`config.mk`:
```
export PLATFORM = sky130hd
export DESIGN_NAME = life_cmd_sequencer
export DESIGN_NICKNAME = d
export VERILOG_FILES = /design/src/rtl/life_pkg.sv /design/src/rtl/edge_pulse.sv /design/src/rtl/life_cmd_sequencer.sv
export SDC_FILE = /design/constraint.sdc
export NUM_CORES = 1
export LEC_CHECK = 0
export ABC_CLOCK_PERIOD_IN_PS = 3620
export CORE_MARGIN = 2
export CORE_UTILIZATION = 56
export DETAILED_ROUTE_END_ITERATION = 10
export GPL_ROUTABILITY_DRIVEN = 0
export HOLD_SLACK_MARGIN = 0.1
export PLACE_DENSITY = 0.8
export SLEW_MARGIN = 30
export SYNTH_ARGS = -nofsm -noshare
export SYNTH_HDL_FRONTEND = slang
export SYNTH_SLANG_ARGS = --single-unit
```
`constraint.sdc`:
```
create_clock -name clk -period 3.62 [get_ports clk]
set_clock_uncertainty 0.05 [all_clocks]
set_input_delay 0.543 -clock clk [delete_from_list [all_inputs] [get_ports clk]]
set_output_delay 0.543 -clock clk [all_outputs]
set_load 0.05 [all_outputs]
```
`src/rtl/life_pkg.sv`:
```
// Shared command and sequencer state encodings for the life array
// control path.
package life_pkg;

    typedef enum logic [1:0] {
        CMD_IDLE  = 2'b00,
        CMD_STEP  = 2'b01,
        CMD_WRITE = 2'b11
    } life_cmd_t;

    typedef enum logic [2:0] {
        S_IDLE,
        S_WRITE,
        S_STEP,
        S_WAIT,
        S_CLEAR
    } seq_state_t;

endpackage

```
`src/rtl/edge_pulse.sv`:
```
// Two-flop synchroniser for an asynchronous button, followed by a
// one-cycle pulse on each synchronised rising edge.
module edge_pulse (
    input  logic clk,
    input  logic rst_n,
    input  logic d_i,
    output logic pulse_o
);

    logic meta_q, sync_q, prev_q;

    always_ff @(posedge clk or negedge rst_n) begin
        if (!rst_n) begin
            meta_q <= 1'b0;
            sync_q <= 1'b0;
            prev_q <= 1'b0;
        end else begin
            meta_q <= d_i;
            sync_q <= meta_q;
            prev_q <= sync_q;
        end
    end

    assign pulse_o = sync_q & ~prev_q;

endmodule

```
`src/rtl/life_cmd_sequencer.sv`:
```
// Sole driver of the pe_array command port: arbitrates clear/write/step
// requests into single-cycle commands and counts completed generations.
module life_cmd_sequencer
    import life_pkg::*;
#(
    parameter int N_PX_BITS = 4,
    parameter int N_PY_BITS = 4,
    parameter int PERIOD    = 100_000_000,
    parameter int GEN_BITS  = 16
) (
    input  logic                 clk,
    input  logic                 reset,
    input  logic                 run_i,
    input  logic                 step_i,
    input  logic                 write_i,
    input  logic                 clear_i,
    input  logic [N_PX_BITS-1:0] wr_x_i,
    input  logic [N_PY_BITS-1:0] wr_y_i,
    input  logic                 wr_state_i,
    input  logic                 active_i,
    output logic [1:0]           cmd_o,
    output logic [N_PX_BITS-1:0] adr_x_o,
    output logic [N_PY_BITS-1:0] adr_y_o,
    output logic                 state_o,
    output logic [GEN_BITS-1:0]  gen_o,
    output logic                 busy_o
);

    localparam int SW    = N_PX_BITS + N_PY_BITS;
    localparam int CNT_W = $clog2(PERIOD);

    logic rst_meta_q, rst_sync_q;
    logic step_p, wr_p, clr_p;
    logic run_meta_q, run_q;
    logic [CNT_W-1:0] tmr_q, tmr_d;
    logic pend_step_q, pend_step_d, pend_wr_q, pend_wr_d, pend_clr_q, pend_clr_d;
    logic wait_first_q, wait_first_d;
    logic [SW-1:0] sweep_q, sweep_d;
    logic [GEN_BITS-1:0] gen_q, gen_d;
    seq_state_t state_q, state_d;
    life_cmd_t cmd_q, cmd_d;
    logic [N_PX_BITS-1:0] adr_x_q, adr_x_d;
    logic [N_PY_BITS-1:0] adr_y_q, adr_y_d;
    logic st_q, st_d;
    logic tmr_hit, clr_done;

    // Reset asserts asynchronously but releases on a clock edge.
    always_ff @(posedge clk or negedge reset) begin
        if (!reset) begin
            rst_meta_q <= 1'b0;
            rst_sync_q <= 1'b0;
        end else begin
            rst_meta_q <= 1'b1;
            rst_sync_q <= rst_meta_q;
        end
    end

    edge_pulse u_step  (.clk(clk), .rst_n(rst_sync_q), .d_i(step_i),  .pulse_o(step_p));
    edge_pulse u_write (.clk(clk), .rst_n(rst_sync_q), .d_i(write_i), .pulse_o(wr_p));
    edge_pulse u_clear (.clk(clk), .rst_n(rst_sync_q), .d_i(clear_i), .pulse_o(clr_p));

    always_ff @(posedge clk or negedge rst_sync_q) begin
        if (!rst_sync_q) begin
            run_meta_q   <= 1'b0;
            run_q        <= 1'b0;
            tmr_q        <= '0;
            pend_step_q  <= 1'b0;
            pend_wr_q    <= 1'b0;
            pend_clr_q   <= 1'b0;
            wait_first_q <= 1'b0;
            sweep_q      <= '0;
            gen_q        <= '0;
            cmd_q        <= CMD_IDLE;
            adr_x_q      <= '0;
            adr_y_q      <= '0;
            st_q         <= 1'b0;
        end else begin
            run_meta_q   <= run_i;
            run_q        <= run_meta_q;
            tmr_q        <= tmr_d;
            pend_step_q  <= pend_step_d;
            pend_wr_q    <= pend_wr_d;
            pend_clr_q   <= pend_clr_d;
            wait_first_q <= wait_first_d;
            sweep_q      <= sweep_d;
            gen_q        <= gen_d;
            cmd_q        <= cmd_d;
            adr_x_q      <= adr_x_d;
            adr_y_q      <= adr_y_d;
            st_q         <= st_d;
        end
    end

    always_ff @(posedge clk or negedge rst_sync_q) begin
        if (!rst_sync_q) state_q <= S_IDLE;
        else             state_q <= state_d;
    end

    always_comb begin
        state_d = state_q;
        case (state_q)
            S_IDLE: begin
                if (!active_i) begin
                    if (pend_clr_q)       state_d = S_CLEAR;
                    else if (pend_wr_q)   state_d = S_WRITE;
                    else if (pend_step_q) state_d = S_STEP;
                end
            end
            S_WRITE: state_d = S_IDLE;
            S_STEP:  state_d = S_WAIT;
            // The array raises active one cycle after the step command.
            S_WAIT:  if (!wait_first_q && !active_i) state_d = S_IDLE;
            S_CLEAR: if (sweep_q == '1) state_d = S_IDLE;
            default: state_d = S_IDLE;
        endcase
    end

    always_comb begin
        tmr_hit      = run_q && (tmr_q == CNT_W'(PERIOD - 1));
        tmr_d        = (run_q && !tmr_hit) ? tmr_q + CNT_W'(1) : '0;
        clr_done     = (state_q == S_CLEAR) && (sweep_q == '1);
        // New pulses win over the clear-on-serve so a request is never lost.
        pend_clr_d   = (pend_clr_q & ~clr_done) | clr_p;
        pend_wr_d    = (pend_wr_q & (state_q != S_WRITE)) | wr_p;
        pend_step_d  = (pend_step_q & (state_q != S_STEP) & ~clr_done) | step_p | tmr_hit;
        wait_first_d = (state_q == S_STEP);
        sweep_d      = (state_q == S_CLEAR) ? sweep_q + SW'(1) : '0;
        gen_d        = gen_q;
        if (clr_done)
            gen_d = '0;
        else if (state_q == S_WAIT && state_d == S_IDLE)
            gen_d = gen_q + GEN_BITS'(1);
    end

    // Outputs are registered, so they are computed from the next state.
    always_comb begin
        cmd_d   = CMD_IDLE;
        adr_x_d = adr_x_q;
        adr_y_d = adr_y_q;
        st_d    = st_q;
        case (state_d)
            S_WRITE: begin
                cmd_d   = CMD_WRITE;
                adr_x_d = wr_x_i;
                adr_y_d = wr_y_i;
                st_d    = wr_state_i;
            end
            S_STEP:  cmd_d = CMD_STEP;
            S_CLEAR: begin
                cmd_d   = CMD_WRITE;
                adr_x_d = sweep_d[N_PX_BITS-1:0];
                adr_y_d = sweep_d[SW-1:N_PX_BITS];
                st_d    = 1'b0;
            end
            default: cmd_d = CMD_IDLE;
        endcase
    end

    assign cmd_o   = cmd_q;
    assign adr_x_o = adr_x_q;
    assign adr_y_o = adr_y_q;
    assign state_o = st_q;
    assign gen_o   = gen_q;
    assign busy_o  = (state_q != S_IDLE);

endmodule

```
==> results.py <==
metrics = {
    "outcome": {
        "status": "complete, but fails checks",
        "failed_checks": "design-rule violations",
    },
    "cts": {
        "cts_resized": 0,
        "clock_sinks": 82,
        "clockBufferDepth": 2,
        "clk_latency_ns": 0.35,
        "cts-root-buf": "clkbuf_8",
        "cts_max_level": 3,
        "clk_pin_slew_ns": 0.09,
        "cts_buffers": 9,
        "tritoncts": "yes",
        "cts_hold_buffers": 0,
        "cts_setup_buffers": 0,
    },
    "global_routing": {
        "grt_pass1_vias": 2865,
        "grt_usage_pct": 23.05,
        "antenna_found_initial": 0,
        "grt_overflow": 0,
        "grt_max_degree": 51,
        "grt_pass1_wl_um": 13430,
    },
    "detailed_routing": {
        "drt_iter0_drc": 220,
        "routed_via_density": 6.120,
        "remaining_drc_errors": 4,
        "wl_um": 7748,
        "via_count": 2999,
        "post_drt_wl_per_cell_um": 15.81,
        "dr.pass1.iters": 8,
        "ant_nets": 0,
    },
    "timing": {
        "final-setup-viol-count": 0,
        "max_freq_ghz": 0.3896,
        "fin_crit_sh_pct": 70.91,
        "min_period_ns": 2.567,
        "tns_ns": 0,
        "slew_viol_final": 0,
        "hold_ws_ns": 0.2213,
        "final_hold_viol_count": 0,
        "slew_headroom_pct": 48.48,
        "grt_setup_unrepaired": "false",
        "tightest_slew_ns": 0.7682,
    },
    "finish": {
        "antenna_cells": 0,
        "final_common_cell": "dfrtp_1",
        "final_nets": 427,
        "final_layout_size_suffix_gt1_share_pct": 7.506,
        "layout_common_cells": "dfrtp_1 (81), clkdlybuf4s50_1 (43), nand2_1 (32), nor2_1 (31), nand3_1 (18)",
        "syn2layout_area_growth_pct": 19.31,
        "stdcell_area_sq_um": 4469,
    },
    "synth": {
        "syn-instance-count": 362,
        "synthFlopType": "dfrtp_1",
        "synth-edff-count": 0,
        "avgSynthCellArea_sq_um": 10.35,
        "ys_seq_area_share_pct": 54.78,
        "syn-cell-area_sq_um": 3746,
        "synth_cell_types": 45,
        "syn-num-nets": 381,
        "synthArstFlopShare_pct": 100.0,
        "yosys_warnings": 0,
        "synth-seq-cells": 82,
    },
    "setup_path": {
        "cp_cell_sequence": "or3_1 > clkdlybuf4s50_1",
        "critPathLaunchType": "flop",
        "r2r-end": "tmr_q[26]$_DFF_PN0_",
        "critPathCaptureType": "primary output",
        "path_max_fanout": 8,
        "timing.critical_path.buf_inv": 1,
        "r2r_cells": 6,
        "cp_num_cells": 2,
        "path_class": "flop to primary output",
        "slowest_delay_ns": 0.72,
        "worstReg2RegStart": "tmr_q[0]$_DFF_PN0_",
        "reg2reg_slack_ns": 1.16,
        "critical-path-top-delay-family": "buffers and inverters",
        "required_ns": 3.03,
        "cp_data_arrival_time_ns": 1.97,
        "cp_slowest_cell": "clkdlybuf4s50_1",
    },
    "floorplanning": {
        "rows": 29,
        "coreArea_sq_um": 6422,
        "io_pins": 44,
        "die_w_um": 85.79,
        "chipHeight_um": 85.79,
        "die_area_sq_um": 7360,
        "start_util_pct": 58.33,
    },
    "placed_design": {
        "portBuffers": 43,
        "hpwl_um": 5304,
        "placed_cell_area_sq_um": 4275,
    },
    "hold_path": {
        "hold_path_class": "flop to async pin",
    },
    "pwr": {
        "peakVddDrop_mv": 0.3443,
        "leakagePower_uw": 0.001863,
        "powerDensity_nw_per_um2": 456.7,
    },
    "run": {
        "maxCapViolCount": 0,
    },
}
==> worst max path at each step <==
stage                               from                endpoint
global placement                active_i   gen_o[15]$_DFFE_PN0P_
global route          tmr_q[0]$_DFF_PN0_     tmr_q[21]$_DFF_PN0_
floorplan           rst_sync_q$_DFF_PN0_  adr_x_o[0]$_DFFE_PN0P_
detailed placement              active_i   gen_o[15]$_DFFE_PN0P_
finish              state_q[1]$_DFF_PN0_                  busy_o
CTS                 state_q[1]$_DFF_PN0_                  busy_o
==> layer usage <==
metal / up-vias / global-route usage, % / wire length (um)
met2: 78 / 37.50 / 3845
met5: - / 0 / 0
li1: 1425 / - / -
met1: 1489 / 31.06 / 3491
met3: 7 / 5.390 / 344
met4: 0 / 6.926 / 68
==> logic make-up (layout without fill, tap and decap cells) <==
family | count (synthesis) | count (layout) | synth area share (%)
AO/OA/AOI/OAI | 68 | 68 | 11.86
XOR/XNOR | 20 | 20 | 4.676
adder cells (fa/ha/maj) | 3 | 3 | 1.002
buffers and inverters | 25 | 76 | 2.806
flip-flops | 82 | 82 | 54.78
multiplexers | 9 | 9 | 2.505
other | 1 | 1 | 0.1001
AND/OR/NAND/NOR | 154 | 154 | 22.28
==> synth_stat cells (2+ instances only) <==
master	instances	area [sq um]
inv_1	13	48.80
clkbuf_1	10	37.54
nor4_1	5	31.28
dfrtp_1	82	2052
or3_1	7	43.79
a21oi_1	16	80.08
o221a_2	3	33.78
mux2i_1	6	60.06
nor3_1	5	25.02
mux2_2	3	33.78
xor2_1	12	105.1
and4_1	6	52.55
o211ai_1	8	60.06
a31oi_1	3	18.77
nor3b_1	3	22.52
and3_1	5	31.28
nand4_1	15	93.84
and2_1	2	12.51
nor2_1	31	116.4
o21ai_0	12	60.06
nand2_1	32	120.1
xnor2_1	8	70.07
o22ai_1	7	43.79
or4_1	13	97.59
nor4b_1	2	17.52
a21o_1	2	15.01
o31ai_1	12	90.09
nor2b_1	2	12.51
nand3_1	18	90.09
ha_1	3	37.54
or3b_1	2	17.52
==> registers in the layout (all words and copies together) (netlist names), 2 cells and up <==
| signal | flops |
|---|---|
| tmr_q | 27 |
| gen_o | 16 |
| sweep_q | 8 |
| adr_x_o | 4 |
| adr_y_o | 4 |
| state_q | 3 |
| cmd_o | 2 |
==> layout make-up <==
cell class	instances	area (sq um)
sequential	82	2056
fill	470	1953
multi-input combinational	255	1594
timing repair buffer	47	480.5
clock buffer	10	127.6
tap	77	96.34
clock inverter	6	66.31
inverter	13	48.80
==> metrics by stage <==
stage / cells / total power [uW] / setup slack [ns] / utilization, %
2_1_floorplan: 362 / 1271 / 1.117 / -
3_3_place_gp: 473 / 1382 / 0.8849 / 66.14
3_5_place_dp: 474 / 1400 / 0.8483 / 66.57
4_1_cts: 490 / 2053 / 1.044 / 69.59
5_1_grt: 490 / 2123 / 0.9985 / 69.59
6_report: 490 / 2041 / 1.053 / 69.59
==> report_power, final <==
| part | internal, uW | switching [uW] |
|---|---|---|
| logic | 135 | 214 |
| registers | 981 | 56.2 |
| clock network | 320 | 335 |
Note: power is estimated with default switching activity, not from simulation.
